[src/rtl/video_timing_pkg.sv]
// Shared raster geometry for the timing generator, renderers and scan doubler.
// Sync window helpers use 10-bit arithmetic so a negative offset cannot underflow PH/PV.
package video_timing_pkg;

    localparam int unsigned DEF_PCE_DIV  = 8;
    localparam int unsigned DEF_H_TOTAL  = 384;
    localparam int unsigned DEF_V_TOTAL  = 264;
    localparam int unsigned DEF_HB_END   = 8;
    localparam int unsigned DEF_HB_START = 248;
    localparam int unsigned DEF_VB_END   = 16;
    localparam int unsigned DEF_VB_START = 240;
    localparam int unsigned DEF_HS_START = 280;
    localparam int unsigned DEF_HS_LEN   = 32;
    localparam int unsigned DEF_VS_START = 248;
    localparam int unsigned DEF_VS_LEN   = 3;

    function automatic logic [9:0] sync_start(input int unsigned base, input logic [3:0] offs);
        return 10'(base) + {{6{offs[3]}}, offs};
    endfunction

    function automatic logic in_window(input logic [8:0] pos, input logic [9:0] start,
                                       input int unsigned len);
        return ({1'b0, pos} >= start) && ({1'b0, pos} < start + 10'(len));
    endfunction

endpackage

[src/rtl/pix_ce_div.sv]
// Pixel clock-enable divider: tick marks the last VCLK of each pixel period,
// pclk_en is its registered copy, one pulse every PCE_DIV cycles.
module pix_ce_div
    import video_timing_pkg::*;
#(
    parameter int unsigned PCE_DIV = DEF_PCE_DIV
) (
    input  logic vclk,
    input  logic reset_n,
    output logic tick,
    output logic pclk_en
);

    logic [3:0] cnt;

    assign tick = (cnt == 4'(PCE_DIV - 1));

    always_ff @(posedge vclk) begin
        if (!reset_n) begin
            cnt     <= '0;
            pclk_en <= 1'b0;
        end else begin
            pclk_en <= tick;
            cnt     <= tick ? '0 : cnt + 4'd1;
        end
    end

endmodule

[src/rtl/hv_timing_gen.sv]
// Horizontal/vertical beam counters with blank, sync and frame-start strobes.
// Screen offsets are latched only at frame start so a frame never tears.
module hv_timing_gen
    import video_timing_pkg::*;
#(
    parameter int unsigned PCE_DIV  = DEF_PCE_DIV,
    parameter int unsigned H_TOTAL  = DEF_H_TOTAL,
    parameter int unsigned V_TOTAL  = DEF_V_TOTAL,
    parameter int unsigned HB_END   = DEF_HB_END,
    parameter int unsigned HB_START = DEF_HB_START,
    parameter int unsigned VB_END   = DEF_VB_END,
    parameter int unsigned VB_START = DEF_VB_START,
    parameter int unsigned HS_START = DEF_HS_START,
    parameter int unsigned HS_LEN   = DEF_HS_LEN,
    parameter int unsigned VS_START = DEF_VS_START,
    parameter int unsigned VS_LEN   = DEF_VS_LEN
) (
    input  logic       VCLK,
    input  logic       RESET_N,
    input  logic [3:0] HOFFS,
    input  logic [3:0] VOFFS,
    output logic       PCLK_EN,
    output logic [8:0] PH,
    output logic [8:0] PV,
    output logic       HBLK,
    output logic       VBLK,
    output logic       HSYNC,
    output logic       VSYNC,
    output logic       FRAME_START
);

    logic       tick;
    logic       ph_wrap;
    logic       pv_wrap;
    logic       frame_wrap;
    logic [8:0] ph_nx;
    logic [8:0] pv_nx;
    logic [3:0] hoffs_q;
    logic [3:0] voffs_q;
    logic [3:0] hoffs_nx;
    logic [3:0] voffs_nx;

    pix_ce_div #(.PCE_DIV(PCE_DIV)) u_pix_ce_div (
        .vclk    (VCLK),
        .reset_n (RESET_N),
        .tick    (tick),
        .pclk_en (PCLK_EN)
    );

    // Decodes see next-state counters and the offsets that will apply to them,
    // so the freshly loaded frame already uses its newly latched offsets.
    always_comb begin
        ph_wrap    = (PH == 9'(H_TOTAL - 1));
        pv_wrap    = (PV == 9'(V_TOTAL - 1));
        frame_wrap = ph_wrap && pv_wrap;
        ph_nx      = ph_wrap ? '0 : PH + 9'd1;
        pv_nx      = PV;
        if (ph_wrap) begin
            pv_nx = pv_wrap ? '0 : PV + 9'd1;
        end
        hoffs_nx   = frame_wrap ? HOFFS : hoffs_q;
        voffs_nx   = frame_wrap ? VOFFS : voffs_q;
    end

    always_ff @(posedge VCLK) begin
        if (!RESET_N) begin
            PH          <= '0;
            PV          <= '0;
            HBLK        <= 1'b1;
            VBLK        <= 1'b1;
            HSYNC       <= 1'b0;
            VSYNC       <= 1'b0;
            FRAME_START <= 1'b0;
            hoffs_q     <= '0;
            voffs_q     <= '0;
        end else if (tick) begin
            PH          <= ph_nx;
            PV          <= pv_nx;
            HBLK        <= (ph_nx < 9'(HB_END)) || (ph_nx >= 9'(HB_START));
            VBLK        <= (pv_nx < 9'(VB_END)) || (pv_nx >= 9'(VB_START));
            HSYNC       <= in_window(ph_nx, sync_start(HS_START, hoffs_nx), HS_LEN);
            VSYNC       <= in_window(pv_nx, sync_start(VS_START, voffs_nx), VS_LEN);
            FRAME_START <= frame_wrap;
            hoffs_q     <= hoffs_nx;
            voffs_q     <= voffs_nx;
        end else begin
            FRAME_START <= 1'b0;
        end
    end

endmodule

[config.mk]
export PLATFORM = sky130hd
export DESIGN_NAME = hv_timing_gen
export DESIGN_NICKNAME = d
export VERILOG_FILES = /design/src/rtl/video_timing_pkg.sv /design/src/rtl/pix_ce_div.sv /design/src/rtl/hv_timing_gen.sv
export SDC_FILE = /design/constraint.sdc
export NUM_CORES = 1
export LEC_CHECK = 0
export ABC_AREA = 1
export CORE_MARGIN = 2
export CORE_UTILIZATION = 59
export DETAILED_ROUTE_END_ITERATION = 16
export PLACE_DENSITY = 0.86
export SETUP_SLACK_MARGIN = 0.3
export SLEW_MARGIN = 40
export SYNTH_ARGS = -nofsm -noshare
export SYNTH_HDL_FRONTEND = slang
export SYNTH_SLANG_ARGS = --single-unit
[constraint.sdc]
create_clock -name VCLK -period 4.25 [get_ports VCLK]
set_clock_uncertainty 0.1 [all_clocks]
set_input_delay 0.425 -clock VCLK [delete_from_list [all_inputs] [get_ports VCLK]]
set_output_delay 0.425 -clock VCLK [all_outputs]
set_load 0.01 [all_outputs]
; ---- Yosys cells after proc, flatten, opt, wreduce, memory -nomap -nowiden
; Cells that the tools add are included.
[word_totals]
register_bits = 36
inputBits = 10
out_inout_bits = 24
elab_cells = 42
[classes]
n_addsub = 7
n_lt_le_gt_ge = 8
n_eq_ne = 3
muxes = 5
bitwise_logic = 1
n_reduce_logical = 7
[ops]
columns = op, n
row1 = 9-bit two-way mux, 3
row2 = 9-bit by 10-bit greater-or-equal comparator with 1-bit output, 2
row3 = 9-bit by 10-bit less-than comparator with 1-bit output, 2
row4 = "9-bit by 1-bit adder with 9-bit output, second input constant", 2
row5 = "9-bit == test, second input constant", 2
row6 = "9-bit by 8-bit greater-or-equal comparator with 1-bit output, second input constant", 2
row7 = "10-bit by 2-bit adder with 10-bit output, second input constant", 1
row8 = "10-bit by 6-bit adder with 10-bit output, second input constant", 1
row9 = "9-bit by 10-bit adder with 10-bit output, first input constant", 1
row10 = "9-bit by 4-bit adder with 10-bit output, first input constant", 1
row11 = "9-bit by 4-bit less-than comparator with 1-bit output, second input constant", 1
row12 = "9-bit by 5-bit less-than comparator with 1-bit output, second input constant", 1
row13 = 4-bit two-way mux, 2
row14 = "4-bit by 1-bit adder with 4-bit output, second input constant", 1
row15 = "4-bit by 3-bit == test with 1-bit output, second input constant", 1
row16 = 1-bit logical AND, 3
row17 = 1-bit logical OR, 2
row18 = 2-bit AND reduction, 1
row19 = 2-bit OR reduction, 1
row20 = 1-bit inverter, 1

; ---- Longest topological paths before layout
[depth]
ltp_word = 7
ltp_mapped = 26
depth_no_buf = 26

; ---- Cells and area by module
; A second synthesis with hierarchy kept.
[hier_totals]
cells_unflattened = 356
area_unflattened_um2 = 2548.7
[by_module_without_submodules]
columns = mod, instances, cells_each, area_per_inst_um2, seq_area_each_um2
row1 = hv_timing_gen, 1, 335, 2363.5, 620.6
row2 = pix_ce_div, 1, 21, 185.2, 100.1

; ---- Worst setup path before layout
; Ideal clock, no wire load.
[synth_timing]
path_kind = register -> register
from = register PH[0]
to = register VSYNC
setup_ns = 0.113
arrival_ns = 2.765
required_time_ns = 4.037
setup_slack_ns = 1.271
path_stages_with_launch = 27
path_buffers = 0
synth_period_minus_slack_ns = 2.979
cell_sequence = dfxtp_1 ha_1 nand2_2 nor2_4 nand3_4 nor2_8 nor2_1 a21oi_4 nand2_2 nand2_4 inv_1 ha_1 inv_1 ha_1 nand2_1 inv_1 nand2_1 nand2_1 nand2_1 nand2_1 nand2_1 nand2_1 nand2_1 nand2_1 nand2_1 nand3_1 nand2_1
[synth_via]
elab_chain_len = 7
elab_cells_between_ends = 9
cone_classes = add/sub: 2 / order compare: 2 / eq/ne: 1 / mux: 2 / reduce/logical: 2
[synth_lines]
columns = item, line_no
row1 = start: declaration, hv_timing_gen.sv:23  ; output logic [8:0] PH,
row2 = start signal: assignment, hv_timing_gen.sv:77  ; PH <= ph_nx;
row3 = 9-bit == test (*), hv_timing_gen.sv:53  ; ph_wrap = (PH == 9'(H_TOTAL - 1));
row4 = 1-bit logical AND, hv_timing_gen.sv:55  ; frame_wrap = ph_wrap && pv_wrap;
row5 = 4-bit two-way mux, hv_timing_gen.sv:62  ; voffs_nx = frame_wrap ? VOFFS : voffs_q;
row6 = 9-bit by 4-bit adder with 10-bit output, video_timing_pkg.sv:18  ; return 10'(base) + {{6{offs[3]}}, offs};
row7 = 10-bit by 2-bit adder with 10-bit output, video_timing_pkg.sv:23  ; return ({1'b0, pos} >= start) && ({1'b0, pos} < start + 10'(len));
row8 = 9-bit by 10-bit less-than comparator with 1-bit output, video_timing_pkg.sv:23
row9 = 1-bit logical AND (*), video_timing_pkg.sv:23
row10 = end signal: assignment, hv_timing_gen.sv:82  ; VSYNC <= in_window(pv_nx, sync_start(VS_START, voffs_nx), VS_LEN);
row11 = end: declaration, hv_timing_gen.sv:28  ; output logic VSYNC,
; Every way passes the cells marked *; elsewhere a longest branch is shown, timed or not.
; A chain may end at the register's enable or synchronous reset.

; ---- Final worst setup path
[layout_timing]
from = register PH[1]
to = register VSYNC
; Same word-level chain as after synthesis.

==> out/summary.json <==
{
  "outcome": "finished clean",
  "core_region_area_sq_mm": 0.00374,
  "finalSetupTns_ps": 0,
  "type_of_destination_of_the_critical_path": "register",
  "fin_crit_ps": 3420,
  "post_cts.resized_instances": 0,
  "ant_nets": 0,
  "antenna_found_initial": 0,
  "design.die.area_sq_mm": 0.00448,
  "tritoncts": "yes",
  "htree_levels": 2,
  "postCtsSetupBuffers": 0,
  "grt.total_usage_pct": 26.9,
  "max-slew-margin-rel_pct": 58.0,
  "chipWidth_microns": 66.9,
  "grt_max_degree": 29,
  "power.density_mw_per_mm2": 219,
  "port_buffers": 33,
  "post-dp-hpwl_mm": 4.00,
  "route.detailed.vias_per_inst": 5.27,
  "synth_nets": 364,
  "fin_hold_ws_ps": 355,
  "dp_slack_ps": 840,
  "min_path_type": "register to register",
  "fillCellCount": 333,
  "seq_area_frac_synth_pct": 30.8,
  "syn-instance-count": 332,
  "area_delta_synth_final_pct": 19.5,
  "final_max_slew_viol_count": 0,
  "critPathRequiredTime_ps": 4340,
  "antenna-diode-count": 0,
  "layout.cells.non_filler": 416,
  "cap_viol_max_count": 0,
  "worst_setup_path_start_kind": "register",
  "leakage_nw": 1.40,
  "final_layout_size_suffix_gt1_share_pct": 8.42,
  "cp.arrival_ps": 3510,
  "drt_iter0_drc": 94,
  "postRouteWirelength_mm": 5.23,
  "syn_avg_cell_area_sq_um": 7.04,
  "clkLatencyLatePin_ps": 290,
  "placement_rows": 22,
  "synth_warnings": 0,
  "die_height_microns": 66.9,
  "crit_fanout": 18,
  "ys_ff_latch": 36,
  "cts-root-to-sink-buffers": 2,
  "postLayoutSetupSlackWorst_ps": 830,
  "critical_path_class": "register to register",
  "drc_errors": 0,
  "setup_violations": 0,
  "final_common_cell": "sky130_fd_sc_hd__nand2_1",
  "final-hold-violation-count": 0,
  "num-nets-final": 399,
  "clk_root_buffer_cell": "sky130_fd_sc_hd__clkbuf_8",
  "post_synth_num_cell_types": 33,
  "power_mw": 0.611,
  "io-pin-count": 34,
  "holdBufCountCts": 0,
  "clock_sinks": 36,
  "gp_routability_congestion": 0.892,
  "overflow_left_after_global_routing": 0,
  "timing.reg2reg.setup_slack_ps": 830,
  "power.ir.vdd_worst_mv": 0.154,
  "min_period_over_period_pct": 80.5,
  "netlist_area_sq_mm": 0.00234,
  "first_pass_iters": 4,
  "layout_common_cells": "73 x sky130_fd_sc_hd__nand2_1, 60 x sky130_fd_sc_hd__inv_1, 36 x sky130_fd_sc_hd__dfxtp_1, 36 x sky130_fd_sc_hd__nor2_1, 33 x sky130_fd_sc_hd__clkdlybuf4s50_1",
  "clkTransAtPathRegs_ps": 70,
  "place_inst": 408,
  "grt_setup_unrepaired": "no",
  "least_margin_pin_slew_ps": 628,
  "initial_utilization_pct": 62.4,
  "routedWlPerCell_microns": 12.6,
  "fmaxAchievable_mhz": 292,
  "grt_first_pass_wirelength_mm": 9.15,
  "routed-via-count": 2194,
  "clock_buffers_created_by_tritoncts": 5,
  "grt_pass1_vias": 2092
}
==> worst max-delay path, cell delays in order, from the launching register on <==
cell and delay, ps:
sky130_fd_sc_hd__dfxtp_1 430, sky130_fd_sc_hd__ha_1 230, sky130_fd_sc_hd__nand2_2 80, sky130_fd_sc_hd__nor2_4 160, sky130_fd_sc_hd__nand3_4 230, sky130_fd_sc_hd__nor2_8 310
sky130_fd_sc_hd__nor2_1 110, sky130_fd_sc_hd__a21oi_4 200, sky130_fd_sc_hd__nand2_2 90, sky130_fd_sc_hd__nand2_4 90, sky130_fd_sc_hd__inv_1 40, sky130_fd_sc_hd__ha_1 260
sky130_fd_sc_hd__inv_1 40, sky130_fd_sc_hd__ha_1 280, sky130_fd_sc_hd__nand2_1 50, sky130_fd_sc_hd__inv_1 40, sky130_fd_sc_hd__nand2_1 40, sky130_fd_sc_hd__nand2_1 50
sky130_fd_sc_hd__nand2_1 50, sky130_fd_sc_hd__nand2_1 50, sky130_fd_sc_hd__nand2_1 40, sky130_fd_sc_hd__nand2_1 50, sky130_fd_sc_hd__nand2_1 40, sky130_fd_sc_hd__nand2_1 50
sky130_fd_sc_hd__nand2_1 50, sky130_fd_sc_hd__nand3_1 70, sky130_fd_sc_hd__nand2_1 50
==> flip-flops by register name (all words and copies together), names as in the netlist <==
register	cells
voffs_q	4
PV	9
VBLK	1
HBLK	1
PH	9
VSYNC	1
hoffs_q	4
u_pix_ce_div.cnt	4
FRAME_START	1
u_pix_ce_div.pclk_en	1
HSYNC	1
==> power by group <==
group	internal, mW	switching [mW]	leakage [nW]
registers	0.340	0.00165	0.291
clock network	0.129	0.119	0.0510
logic	0.0105	0.0109	1.06
total	0.479	0.132	1.40
==> cell families after synthesis <==
family	share of synthesized area [%]
flops	30.8
buf+inv	11.9
simple gates	29.4
fa+ha+maj	11.8
compound gates	14.2
xor+xnor	1.87
==> metrics by stage <==
step / utilization (%) / instance area [sq um]
after floorplan: - / 2340
after global placement: 72.1 / 2700
after detailed placement: 72.1 / 2700
after CTS: 74.6 / 2790
after global routing: 74.6 / 2790
final: 74.6 / 2790
==> synthesized netlist by cell type <==
master,number,share of area [%]
sky130_fd_sc_hd__a21oi_4,1,0.70
sky130_fd_sc_hd__nand3_2,1,0.43
sky130_fd_sc_hd__nor2_8,1,0.86
sky130_fd_sc_hd__inv_1,60,9.6
sky130_fd_sc_hd__ha_1,22,12
sky130_fd_sc_hd__dfxtp_1,36,31
sky130_fd_sc_hd__nand3_1,14,3.0
sky130_fd_sc_hd__nand3_4,1,0.75
sky130_fd_sc_hd__nand2_4,2,0.96
sky130_fd_sc_hd__a22o_1,2,0.75
sky130_fd_sc_hd__o21a_2,1,0.37
sky130_fd_sc_hd__buf_4,1,0.32
sky130_fd_sc_hd__o21ai_0,10,2.1
sky130_fd_sc_hd__o21ai_2,1,0.37
sky130_fd_sc_hd__nand4_1,6,1.6
sky130_fd_sc_hd__inv_2,3,0.48
sky130_fd_sc_hd__o22ai_1,23,6.2
sky130_fd_sc_hd__nor2_2,2,0.54
sky130_fd_sc_hd__nand3b_1,1,0.32
sky130_fd_sc_hd__nor2_1,36,5.8
sky130_fd_sc_hd__xor2_1,5,1.9
sky130_fd_sc_hd__clkbuf_1,4,0.64
sky130_fd_sc_hd__nand2_2,2,0.54
sky130_fd_sc_hd__o21a_1,3,0.96
sky130_fd_sc_hd__and2_1,1,0.27
sky130_fd_sc_hd__o21bai_1,3,0.96
sky130_fd_sc_hd__a21oi_1,7,1.5
sky130_fd_sc_hd__a21o_1,1,0.32
sky130_fd_sc_hd__nand2_1,74,12
sky130_fd_sc_hd__buf_8,1,0.64
sky130_fd_sc_hd__clkinv_1,1,0.16
sky130_fd_sc_hd__nor2_4,4,1.9
sky130_fd_sc_hd__or2_2,2,0.54
==> final cells by class <==
| type | instances | area [sq um] | area share [%] |
|---|---|---|---|
| timing repair buffer | 34 | 338 | 12.1 |
| sequential | 36 | 721 | 25.8 |
| clock buffer | 6 | 82.6 | 2.96 |
| inverter | 64 | 240 | 8.60 |
| clock inverter | 2 | 10.0 | 0.358 |
| tap | 48 | 60.1 | 2.15 |
| multi-input combinational | 226 | 1340 | 48.0 |
==> final timing paths <==
check                           depth (start not counted)                   to                 from
worst max register to register                         26                VSYNC                PH[1]
worst min register to register                          1  u_pix_ce_div.cnt[0]  u_pix_ce_div.cnt[0]
worst min-delay path                                    1  u_pix_ce_div.cnt[0]  u_pix_ce_div.cnt[0]
worst max-delay path                                   26                VSYNC                PH[1]
==> routing by layer <==
metal	routed length (microns)	vias to the layer above	global-route usage, %
li1	-	1135	-
met2	2570	51	47.6
met1	2290	997	31.1
met5	0	-	0
met4	124	0	11.2
met3	245	11	5.57
No activity file was read; power rests on OpenSTA's default activity.
